--- src/rtl/traffic_light_ctrl.sv ---
// traffic_light_ctrl: RED->GREEN->YELLOW controller with pedestrian GREEN cap and a muxed 2-digit countdown.
// Optional night flash mode: define TRAFFIC_LIGHT_NIGHT_MODE_EN to add the NIGHT input and the FLASH state.
module traffic_light_ctrl #(
   parameter int unsigned CLK_DIV     = 50000000,
   parameter int unsigned SCAN_DIV    = 50000,
   parameter int unsigned RED_TIME    = 30,
   parameter int unsigned GREEN_TIME  = 25,
   parameter int unsigned YELLOW_TIME = 3,
   parameter int unsigned PED_SHORT   = 5
) (
   input  logic       CLOCK,
   input  logic       RESET,
   input  logic       PED_REQ,
`ifdef TRAFFIC_LIGHT_NIGHT_MODE_EN
   input  logic       NIGHT,
`endif
   output logic       LED_RED,
   output logic       LED_YELLOW,
   output logic       LED_GREEN,
   output logic [6:0] DISP,
   output logic [1:0] DISP_D
);

   localparam int unsigned PW = $clog2(CLK_DIV);
   localparam int unsigned SW = (SCAN_DIV > 1) ? $clog2(SCAN_DIV) : 1;

   localparam logic [PW-1:0] PRESC_LAST = PW'(CLK_DIV - 1);
   localparam logic [SW-1:0] SCAN_LAST  = SW'(SCAN_DIV - 1);
   localparam logic [6:0]    RED_LD     = 7'(RED_TIME);
   localparam logic [6:0]    GREEN_LD   = 7'(GREEN_TIME);
   localparam logic [6:0]    YELLOW_LD  = 7'(YELLOW_TIME);
   localparam logic [6:0]    SHORT_LD   = 7'(PED_SHORT);

`ifdef TRAFFIC_LIGHT_NIGHT_MODE_EN
   typedef enum logic [1:0] {ST_RED, ST_GREEN, ST_YELLOW, ST_FLASH} state_t;
`else
   typedef enum logic [1:0] {ST_RED, ST_GREEN, ST_YELLOW} state_t;
`endif

   state_t        state_q, state_d;
   logic [6:0]    remain_q, remain_d;
   logic [PW-1:0] presc_q, presc_d;
   logic [SW-1:0] scan_q, scan_d;
   logic          digit_q, digit_d;
   logic          ped_q, ped_d;
   logic          tick;
   logic          scan_wrap;
   logic [3:0]    digit_val;
`ifdef TRAFFIC_LIGHT_NIGHT_MODE_EN
   logic          flash_q, flash_d;
`endif

   function automatic logic [6:0] seg7(input logic [3:0] d);
      case (d)
         4'd0:    seg7 = 7'b0111111;
         4'd1:    seg7 = 7'b0000110;
         4'd2:    seg7 = 7'b1011011;
         4'd3:    seg7 = 7'b1001111;
         4'd4:    seg7 = 7'b1100110;
         4'd5:    seg7 = 7'b1101101;
         4'd6:    seg7 = 7'b1111101;
         4'd7:    seg7 = 7'b0000111;
         4'd8:    seg7 = 7'b1111111;
         4'd9:    seg7 = 7'b1101111;
         default: seg7 = 7'b0000000;
      endcase
   endfunction

   always_ff @(posedge CLOCK) begin
      if (RESET) begin
         state_q  <= ST_RED;
         remain_q <= RED_LD;
         presc_q  <= '0;
         scan_q   <= '0;
         digit_q  <= 1'b0;
         ped_q    <= 1'b0;
`ifdef TRAFFIC_LIGHT_NIGHT_MODE_EN
         flash_q  <= 1'b0;
`endif
      end else begin
         state_q  <= state_d;
         remain_q <= remain_d;
         presc_q  <= presc_d;
         scan_q   <= scan_d;
         digit_q  <= digit_d;
         ped_q    <= ped_d;
`ifdef TRAFFIC_LIGHT_NIGHT_MODE_EN
         flash_q  <= flash_d;
`endif
      end
   end

   always_comb begin
      tick      = (presc_q == PRESC_LAST);
      presc_d   = tick ? '0 : presc_q + PW'(1);
      scan_wrap = (scan_q == SCAN_LAST);
      scan_d    = scan_wrap ? '0 : scan_q + SW'(1);
      digit_d   = digit_q ^ scan_wrap;
      state_d   = state_q;
      remain_d  = remain_q;
      ped_d     = ped_q;
`ifdef TRAFFIC_LIGHT_NIGHT_MODE_EN
      flash_d   = flash_q;
`endif

      case (state_q)
         ST_RED: begin
            if (tick) begin
               if (remain_q == 7'd1) begin
                  state_d  = ST_GREEN;
                  remain_d = GREEN_LD;
               end else begin
                  remain_d = remain_q - 7'd1;
               end
            end
         end
         ST_GREEN: begin
            if (PED_REQ) ped_d = 1'b1;
            if (tick) begin
               if (remain_q == 7'd1) begin
                  state_d  = ST_YELLOW;
                  remain_d = YELLOW_LD;
               end else begin
                  remain_d = remain_q - 7'd1;
               end
            end
            // A flag raised on an earlier edge caps the countdown, winning over this cycle's tick
            if (ped_q && (remain_q > SHORT_LD)) remain_d = SHORT_LD;
         end
         ST_YELLOW: begin
            if (PED_REQ) ped_d = 1'b1;
            if (tick) begin
               if (remain_q == 7'd1) begin
                  state_d  = ST_RED;
                  remain_d = RED_LD;
                  ped_d    = 1'b0;
               end else begin
                  remain_d = remain_q - 7'd1;
               end
            end
         end
`ifdef TRAFFIC_LIGHT_NIGHT_MODE_EN
         ST_FLASH: begin
            if (!NIGHT) begin
               state_d  = ST_RED;
               remain_d = RED_LD;
               presc_d  = '0;
               ped_d    = 1'b0;
            end else if (tick) begin
               flash_d = ~flash_q;
            end
         end
`endif
         default: state_d = ST_RED;
      endcase

`ifdef TRAFFIC_LIGHT_NIGHT_MODE_EN
      if (NIGHT && (state_q != ST_FLASH)) begin
         state_d  = ST_FLASH;
         remain_d = remain_q;
         presc_d  = '0;
         ped_d    = ped_q;
         flash_d  = 1'b1;
      end
`endif
   end

   always_comb begin
      LED_RED    = (state_q == ST_RED);
      LED_YELLOW = (state_q == ST_YELLOW);
      LED_GREEN  = (state_q == ST_GREEN);
      digit_val  = 4'(digit_q ? (remain_q / 7'd10) : (remain_q % 7'd10));
      DISP_D     = digit_q ? 2'b10 : 2'b01;
      DISP       = (digit_q && (digit_val == 4'd0)) ? 7'b0000000 : seg7(digit_val);
`ifdef TRAFFIC_LIGHT_NIGHT_MODE_EN
      if (state_q == ST_FLASH) begin
         LED_YELLOW = flash_q;
         DISP_D     = 2'b00;
         DISP       = 7'b0000000;
      end
`endif
   end

endmodule

--- config.mk ---
export PLATFORM = sky130hd
export DESIGN_NAME = traffic_light_ctrl
export DESIGN_NICKNAME = d
export VERILOG_FILES = /design/src/rtl/traffic_light_ctrl.sv
export SDC_FILE = /design/constraint.sdc
export NUM_CORES = 1
export LEC_CHECK = 0
export ABC_CLOCK_PERIOD_IN_PS = 4400
export BUFFER_PORTS_ARGS = -buffer_cell sky130_fd_sc_hd__clkbuf_2
export CAP_MARGIN = 0
export CORE_MARGIN = 4
export CORE_UTILIZATION = 55
export CTS_CLUSTER_SIZE = 12
export DETAILED_ROUTE_END_ITERATION = 16
export GPL_TIMING_DRIVEN = 0
export PLACE_DENSITY = 0.72
export SYNTH_ARGS = -nofsm -noshare
export SYNTH_HDL_FRONTEND = slang
export SYNTH_SLANG_ARGS = --single-unit
--- constraint.sdc ---
create_clock -name CLOCK -period 4.4 [get_ports CLOCK]
set_input_delay 0.44 -clock CLOCK [delete_from_list [all_inputs] [get_ports CLOCK]]
set_output_delay 0.44 -clock CLOCK [all_outputs]
set_load 0.02 [all_outputs]
==> summary.md, run 1 <==
| Metric | Value |
|---|---|
| Outcome | finished clean |
| Warnings from Yosys | 0 |
| Crit. Startpoint | remain_q[4] |
| First-pass GRT wire length | between 10000 and 15000 um |
| Cells after Synth | 431 |
| Switching Power | 168 uW |
| F_max | around 230 MHz |
| Layer with the highest usage | met2 |
| Total vias in the final route | 3198 |
| FP Rows | 28 |
| Mean Syn Cell Area | 7.95 um2 |
| Clock Latency Late Sink | around 0.30 ns |
| Layout fillers | just over 500 |
| WHS Path Cells | 3 |
| Setup TNS | 0 ns |
| Max Cap Viol | 0 |
| Cts bufs inserted | 5 |
| Setup Viol. Count Final | 0 |
| P per Cell Area | 191 mW/mm2 |
| Yosys reg bits | 53 |
| Internal reg-to-reg setup slack | 1.72 ns |
| Clock network power share | 34.2% |
| Grt ovf | 0 |
| Die Area | about 0.0076 mm2 |
| Register area share after synthesis | 31.0% |
| Dpl cells | between 500 and 600 |
| Fin crit period | 4.29 ns |
| Sw frac | between 20% and 30% |
| Net count after synthesis | 453 |
| GPL Wtd Cong | approximately 0.94 |
| Initial antenna violation count | 0 |
| Pre-CTS setup slack | -0.373 ns |
| Total GRT Usage | between 20% and 30% |
| Via/cell ratio | 5.84 |
| Max_slew headroom | roughly 60% |
| Final Slew Violations | 0 |
| Number of synthesized flops with an enable pin | 0 |
| RSZ-0062 raised after global routing | true |
| Peak supply drop | around 0.2 mV |
| Number of global-route vias before repair | 2914 |
| Final Cycle Share | a little over nine tenths |
| ANT nets after route | 0 |
| Crit. End Element | primary output |
| Cell Area, Synth | 0.00342 mm2 |
| Largest net degree at the start of global routing | 16 |
| Distinct cell type count after synthesis | a little over 60 |
| Slew of the pin with the lowest slew margin | approximately 0.6 ns |
| Synth-to-Final Area Change | 17.5% |
| Reg power frac | between 60% and 70% |
| Worst Path Max Fanout | 6 |
| Die X | 86.9 um |
| Final Hold Viols | 0 |
| Met3 Use GR | 3.31% |
| Initial drt markers | around 120 |
| Setup WS post-layout | 0.106 ns |
| Remaining DRCs | 0 |
| Clk slew on worst S/H paths | 0.09 ns |
| Routed len/inst | 14.2 um |
| Internal cell power | 600 uW |
| Worst Skew | between 0.007 and 0.008 ns |
| Crit path to | DISP[3] |
| CTS Root Buffer Type | clkbuf_8 |
| Clk buf depth | 2 |
| DP HPWL | slightly above 5000 um |
| Post-route insts no fill | 548 |
| Drt pass-1 iters | 5 |
| Diode count | 0 |
| Top_reg_cell synth | dfxtp_1 |
| Combinational power share | 2.4% |
| Die H | 86.9 um |
| R2R Path End | remain_q[1] |
| Worst path required time | 3.96 ns |
| Share of layout cells above drive strength 1 | 18.6% |
| Hold Crit Class | input port to flop |
| Detailed Route WL | 7800 um |
| I/O Pins | 15 |
| Worst setup SP type | flop |
| Crit Reg-Reg Startpoint | remain_q[1] |
| Grt met2 use | 35.9% |
| Port Buffers | 14 |
| CTS tree | yes |
| Reg2Reg Depth | 10 |
| Fin nets | 494 |
| GR Layer Usage met1 | about a quarter |
| Core Footprint | 0.00599 mm2 |
| Post-synth ARST share | 0% |
| LEAKAGE | about 1.5 nW |
| CP Class | flop to primary output |
| Clock Sinks | 53 |
| Critical Path AT | about 3.9 ns |
| Htree depth | 2 |
| Initial Util | 57.2% |
what timing repair did:
| item | in CTS | in global routing |
|---|---|---|
| resized for setup | 22 | 22 |
| setup buffers | 11 | 10 |
| pin swaps | 5 | 5 |
| setup endpoints to repair | 7 | 7 |
| hold buffers | 0 | 0 |
how the worst min path moves through the flow:
stage              start        end  slack, ns
2_1_floorplan  scan_q[0]  scan_q[0]       0.43
3_3_place_gp   scan_q[0]  scan_q[0]       0.44
3_5_place_dp   scan_q[0]  scan_q[0]       0.45
4_1_cts          PED_REQ      ped_q       0.42
5_1_grt          PED_REQ      ped_q       0.43
6_report         PED_REQ      ped_q       0.43
cell usage after synthesis (6+ instances only):
cell | number | area, um2
a21oi_1 | 20 | 100
and3_1 | 14 | 87.6
clkbuf_1 | 7 | 26.3
dfxtp_1 | 53 | 1060
ha_1 | 19 | 238
inv_1 | 13 | 48.8
nand2_1 | 39 | 146
nand2b_1 | 6 | 37.5
nand3_1 | 20 | 100
nand4_1 | 6 | 37.5
nor2_1 | 75 | 282
nor3_1 | 10 | 50.1
o21ai_0 | 17 | 85.1
o22ai_1 | 6 | 37.5
xnor2_1 | 20 | 175
xor2_1 | 21 | 184
power by group through the flow:
stage | Combinational, mW | Sequential [mW] | Clock [mW]
floorplan | 0.0136 | 0.498 | 0
global placement | 0.0187 | 0.499 | 0
detailed placement | 0.0190 | 0.499 | 0
CTS | 0.0190 | 0.487 | 0.273
global route | 0.0218 | 0.488 | 0.292
finish | 0.0186 | 0.487 | 0.263
cells in the final DEF (no fill, tap or decap), drive strengths merged, types with 2 or more instances in the layout:
cell    netlist  layout
nor3         10      10
a31oi         5       5
a211o         2       2
o211ai        5       5
nor4bb        3       3
xnor2        20      20
nor2         76      76
a41oi         2       2
clkinv        2       4
nand4         6       6
o21a          3       3
ha           19      19
and2          5       5
a21o          4       4
o21bai        2       2
or3           4       4
o21ai        18      18
a211oi        4       4
nor4b         2       2
nand3b        3       3
o31ai         3       3
nor4          2       2
clkbuf        7      25
o311ai        2       2
nand3        20      20
o22ai         6       6
or2           3       3
nor2b         4       4
nand2        39      39
a21oi        20      20
dfxtp        53      53
and3         14      14
inv          14      13
xor2         21      21
a221o         3       3
nand2b        6       6
buf           8      30
cell type report:
type | instances | area (um2) | share of cell area [%]
plain buffers | 14 | 82.6 | 2.05
flip-flops and latches | 53 | 1070 | 26.6
inverters | 17 | 86.3 | 2.15
multi-input cells | 346 | 2380 | 59.0
well taps | 75 | 93.8 | 2.33
repair buffers | 35 | 233 | 5.78
clock inverters | 2 | 10.0 | 0.249
clock buffers | 6 | 72.6 | 1.80
per-stage QoR:
step	hold WS [ns]	util (%)	area, um2	power (mW)
4_1_cts	0.422	64.3	3850	0.778
6_report	0.427	67.2	4020	0.768
5_1_grt	0.433	67.2	4020	0.802
3_3_place_gp	0.442	59.9	3590	0.518
2_1_floorplan	0.426	-	3420	0.512
3_5_place_dp	0.450	59.9	3590	0.518
worst max-delay path: stages, from the launching register on:
cell and delay [ns]:
dfxtp_4 0.36, bufinv_8 0.19, ha_4 0.16, ha_4 0.22, o21bai_4 0.20, a211oi_4 0.35
nand2b_4 0.21, nand3_4 0.10, ha_4 0.18, nand3b_1 0.22, and3_4 0.21, a211oi_4 0.24
inv_2 0.09, buf_4 0.15, ha_2 0.17, nor2b_4 0.12, o211ai_2 0.11, o31ai_2 0.09
buf_4 0.18
logic make-up (layout without fill, tap and decap cells):
kind of cell	count (synthesis)	after routing	share of synthesized area, %
adder cells (fa/ha/maj)	19	19	6.94
XOR/XNOR	41	41	10.5
buffers and inverters	32	74	4.60
AND/OR/NAND/NOR	199	199	28.1
flip-flops	53	53	31.0
AO/OA/AOI/OAI	86	86	18.6
multiplexers	1	1	0.292
state kept, by name, summed over array words and instances (netlist names):
register and cells:
digit_q 1, state_q 2, ped_q 1, presc_q 26, scan_q 16, remain_q 7
per-layer routing:
metal | up-vias | wire length (um)
li1 | 1588 | -
met3 | 28 | 292
met5 | - | 0
met2 | 96 | 3970
met1 | 1486 | 3350
met4 | 0 | 185
Power figures use the tool's default switching activity.
==> run 2: changes to the inputs <==
--- a/config.mk
+++ b/config.mk
@@ -9,11 +9,11 @@
 export BUFFER_PORTS_ARGS = -buffer_cell sky130_fd_sc_hd__clkbuf_2
 export CAP_MARGIN = 0
 export CORE_MARGIN = 4
-export CORE_UTILIZATION = 55
+export CORE_UTILIZATION = 62
 export CTS_CLUSTER_SIZE = 12
 export DETAILED_ROUTE_END_ITERATION = 16
 export GPL_TIMING_DRIVEN = 0
-export PLACE_DENSITY = 0.72
+export PLACE_DENSITY = 0.8
 export SYNTH_ARGS = -nofsm -noshare
 export SYNTH_HDL_FRONTEND = slang
 export SYNTH_SLANG_ARGS = --single-unit
==> summary.md, run 2 (same netlist as run 1, synthesis figures left out) <==
| Metric | Value |
|---|---|
| Outcome | finished clean (unchanged) |
| Final Cell Area | 0.00397 mm2 (was 0.00402 mm2) |
| DP HPWL | 5290 um (was 5060 um) |
| Max_slew headroom | 60.5% (was 59.8%) |
| Max reg flops | 26 (unchanged) |
| Htree depth | 2 (unchanged) |
| Peak supply drop | 0.226 mV (was 0.195 mV) |
| CP Class | flop to primary output (unchanged) |
| Drt pass-1 iters | 5 (unchanged) |
| Total vias in the final route | 3174 (was 3198) |
| F_max | 232 MHz (was 233 MHz) |
| Clock Sinks | 53 (unchanged) |
| Post-CTS Hold Fix Bufs | 0 (unchanged) |
| Total Power | 839 uW (was 768 uW) |
| Fin nets | 486 (was 494) |
| Fin crit period | 4.31 ns (was 4.29 ns) |
| Final Cycle Share | 97.9% (was 97.6%) |
| Grt ovf | 0 (unchanged) |
| Clk slew on worst S/H paths | 0.09 ns (about the same) |
| Via/cell ratio | 5.93 (was 5.84) |
| Post-route insts no fill | 535 (was 548) |
| CTS Root Buffer Type | clkbuf_8 (unchanged) |
| Top Registers | presc_q: 26 flops, scan_q: 16 flops, remain_q: 7 flops (unchanged) |
| GPL Wtd Cong | 0.889 (was 0.938) |
| Setup WS post-layout | 0.0906 ns (was 0.106 ns) |
| I/O Pins | 15 (unchanged) |
| Placed cell area | 0.00358 mm2 (was 0.00359 mm2) |
| Cts bufs inserted | 5 (unchanged) |
| Worst setup SP type | flop (unchanged) |
| Remaining DRCs | 0 (unchanged) |
| Largest net degree at the start of global routing | 18 (was 16) |
| Initial drt markers | 204 (was 115) |
| Pre-CTS setup slack | -0.394 ns (was -0.373 ns) |
| Total GRT Usage | 24.5% (was 20.0%) |
| Layout fillers | 364 (was 519) |
| Diode count | 0 (unchanged) |
| Most common cell after layout, fill and taps aside | nor2_1 (unchanged) |
| LEAKAGE | 1.53 nW (was 1.54 nW) |
| Final Slew Violations | 0 (unchanged) |
| FP Rows | 26 (was 28) |
| Routed len/inst | 14.7 um (was 14.2 um) |
| Most frequent cells in the layout | nor2_1, dfxtp_1, nand2_1, xor2_1 (was nor2_1, dfxtp_1, nand2_1, buf_4, xor2_1) |
| ANT nets after route | 0 (unchanged) |
| Detailed Route WL | 7870 um (was 7800 um) |
| Clock Latency Late Sink | 0.31 ns (was 0.30 ns) |
| Final Hold Viols | 0 (unchanged) |
| CTS tree | yes (unchanged) |
| Top reg by flops | presc_q (unchanged) |
| Share of layout cells above drive strength 1 | 17.0% (was 18.6%) |
| Setup Viol. Count Final | 0 (unchanged) |
| Synth-to-Final Area Change | 16.0% (was 17.5%) |
| Core Footprint | 0.00524 mm2 (was 0.00599 mm2) |
| Initial antenna violation count | 0 (unchanged) |
| Critical Path AT | 3.87 ns (was 3.85 ns) |
| Hold Crit Class | input port to flop (unchanged) |
| Clk buf depth | 2 (unchanged) |
| Max Cap Viol | 0 (unchanged) |
| Setup TNS | 0 ns (unchanged) |
| Die X | 82.3 um (was 86.9 um) |
| Crit. End Element | primary output (unchanged) |
| Die H | 82.3 um (was 86.9 um) |
| Port Buffers | 14 (unchanged) |
| Hold_ws | 0.432 ns (was 0.427 ns) |
| First-pass GRT wire length | 13300 um (was 12500 um) |
| P per Cell Area | 211 mW/mm2 (was 191 mW/mm2) |
| Number of global-route vias before repair | 3004 (was 2914) |
| Initial Util | 65.4% (was 57.2%) |
| Worst Skew | 0.0106 ns (was 0.00792 ns) |
| Final core utilization | 75.8% (was 67.2%) |
| Slew of the pin with the lowest slew margin | 0.586 ns (was 0.596 ns) |
| Worst path required time | 3.96 ns (about the same) |
| Dpl cells | 515 (was 520) |
| Die Area | 0.00678 mm2 (was 0.00755 mm2) |
| Worst Path Max Fanout | 10 (was 6) |
[run 2: worst max-delay path, stage by stage (launching register included)]
cell and delay (ns):
dfxtp_1 0.33, buf_6 0.12, buf_8 0.13, clkinvlp_4 0.13
ha_4 0.26, o21bai_4 0.19, a211oi_2 0.30, nand2b_4 0.20
nand3_4 0.10, ha_4 0.19, nand3b_1 0.25, and3_4 0.23
a211oi_4 0.23, inv_2 0.07, ha_2 0.21, nand3_4 0.11
nor2_4 0.06, o31ai_1 0.25, buf_2 0.20
[run 2: power breakdown]
part	total (mW)	switching (mW)	internal (mW)
registers	0.487	0.00408	0.483
clock network	0.333	0.163	0.171
logic	0.0189	0.0125	0.00636
[run 2: final timing paths]
path                                  start          end  slack (ns)  cells after the start
worst min-delay path                PED_REQ        ped_q        0.43                      3
worst max register to register  remain_q[4]  remain_q[1]        1.67                     11
worst max-delay path            remain_q[6]      DISP[3]        0.09                     18
worst min register to register   presc_q[0]   presc_q[0]        0.47                      1
[run 2: repair_timing]
item | CTS | global route
endpoints found under the hold margin | 0 | 0
pin swaps | 5 | 8
endpoints found under the setup margin | 7 | 7
setup buffers | 7 | 6
gates resized for setup | 24 | 15
[run 2: final cells by class]
cell class	instances	area, um2	share of cell area (%)
Multi-Input combinational cell	346	2360	59.5
Sequential cell	53	1070	26.9
Timing Repair Buffer	27	170	4.28
Tap cell	70	87.6	2.21
Inverter	17	86.3	2.17
Buffer	14	82.6	2.08
Clock buffer	5	68.8	1.73
Clock inverter	3	43.8	1.10
[run 2: per-layer routing]
| metal | wire length (um) | up-vias | global-route usage, % |
|---|---|---|---|
| met5 | 0 | - | 0 |
| met4 | 109 | 0 | 9.47 |
| met3 | 406 | 13 | 3.90 |
| met2 | 4000 | 107 | 42.9 |
| met1 | 3350 | 1484 | 30.0 |
| li1 | - | 1570 | - |
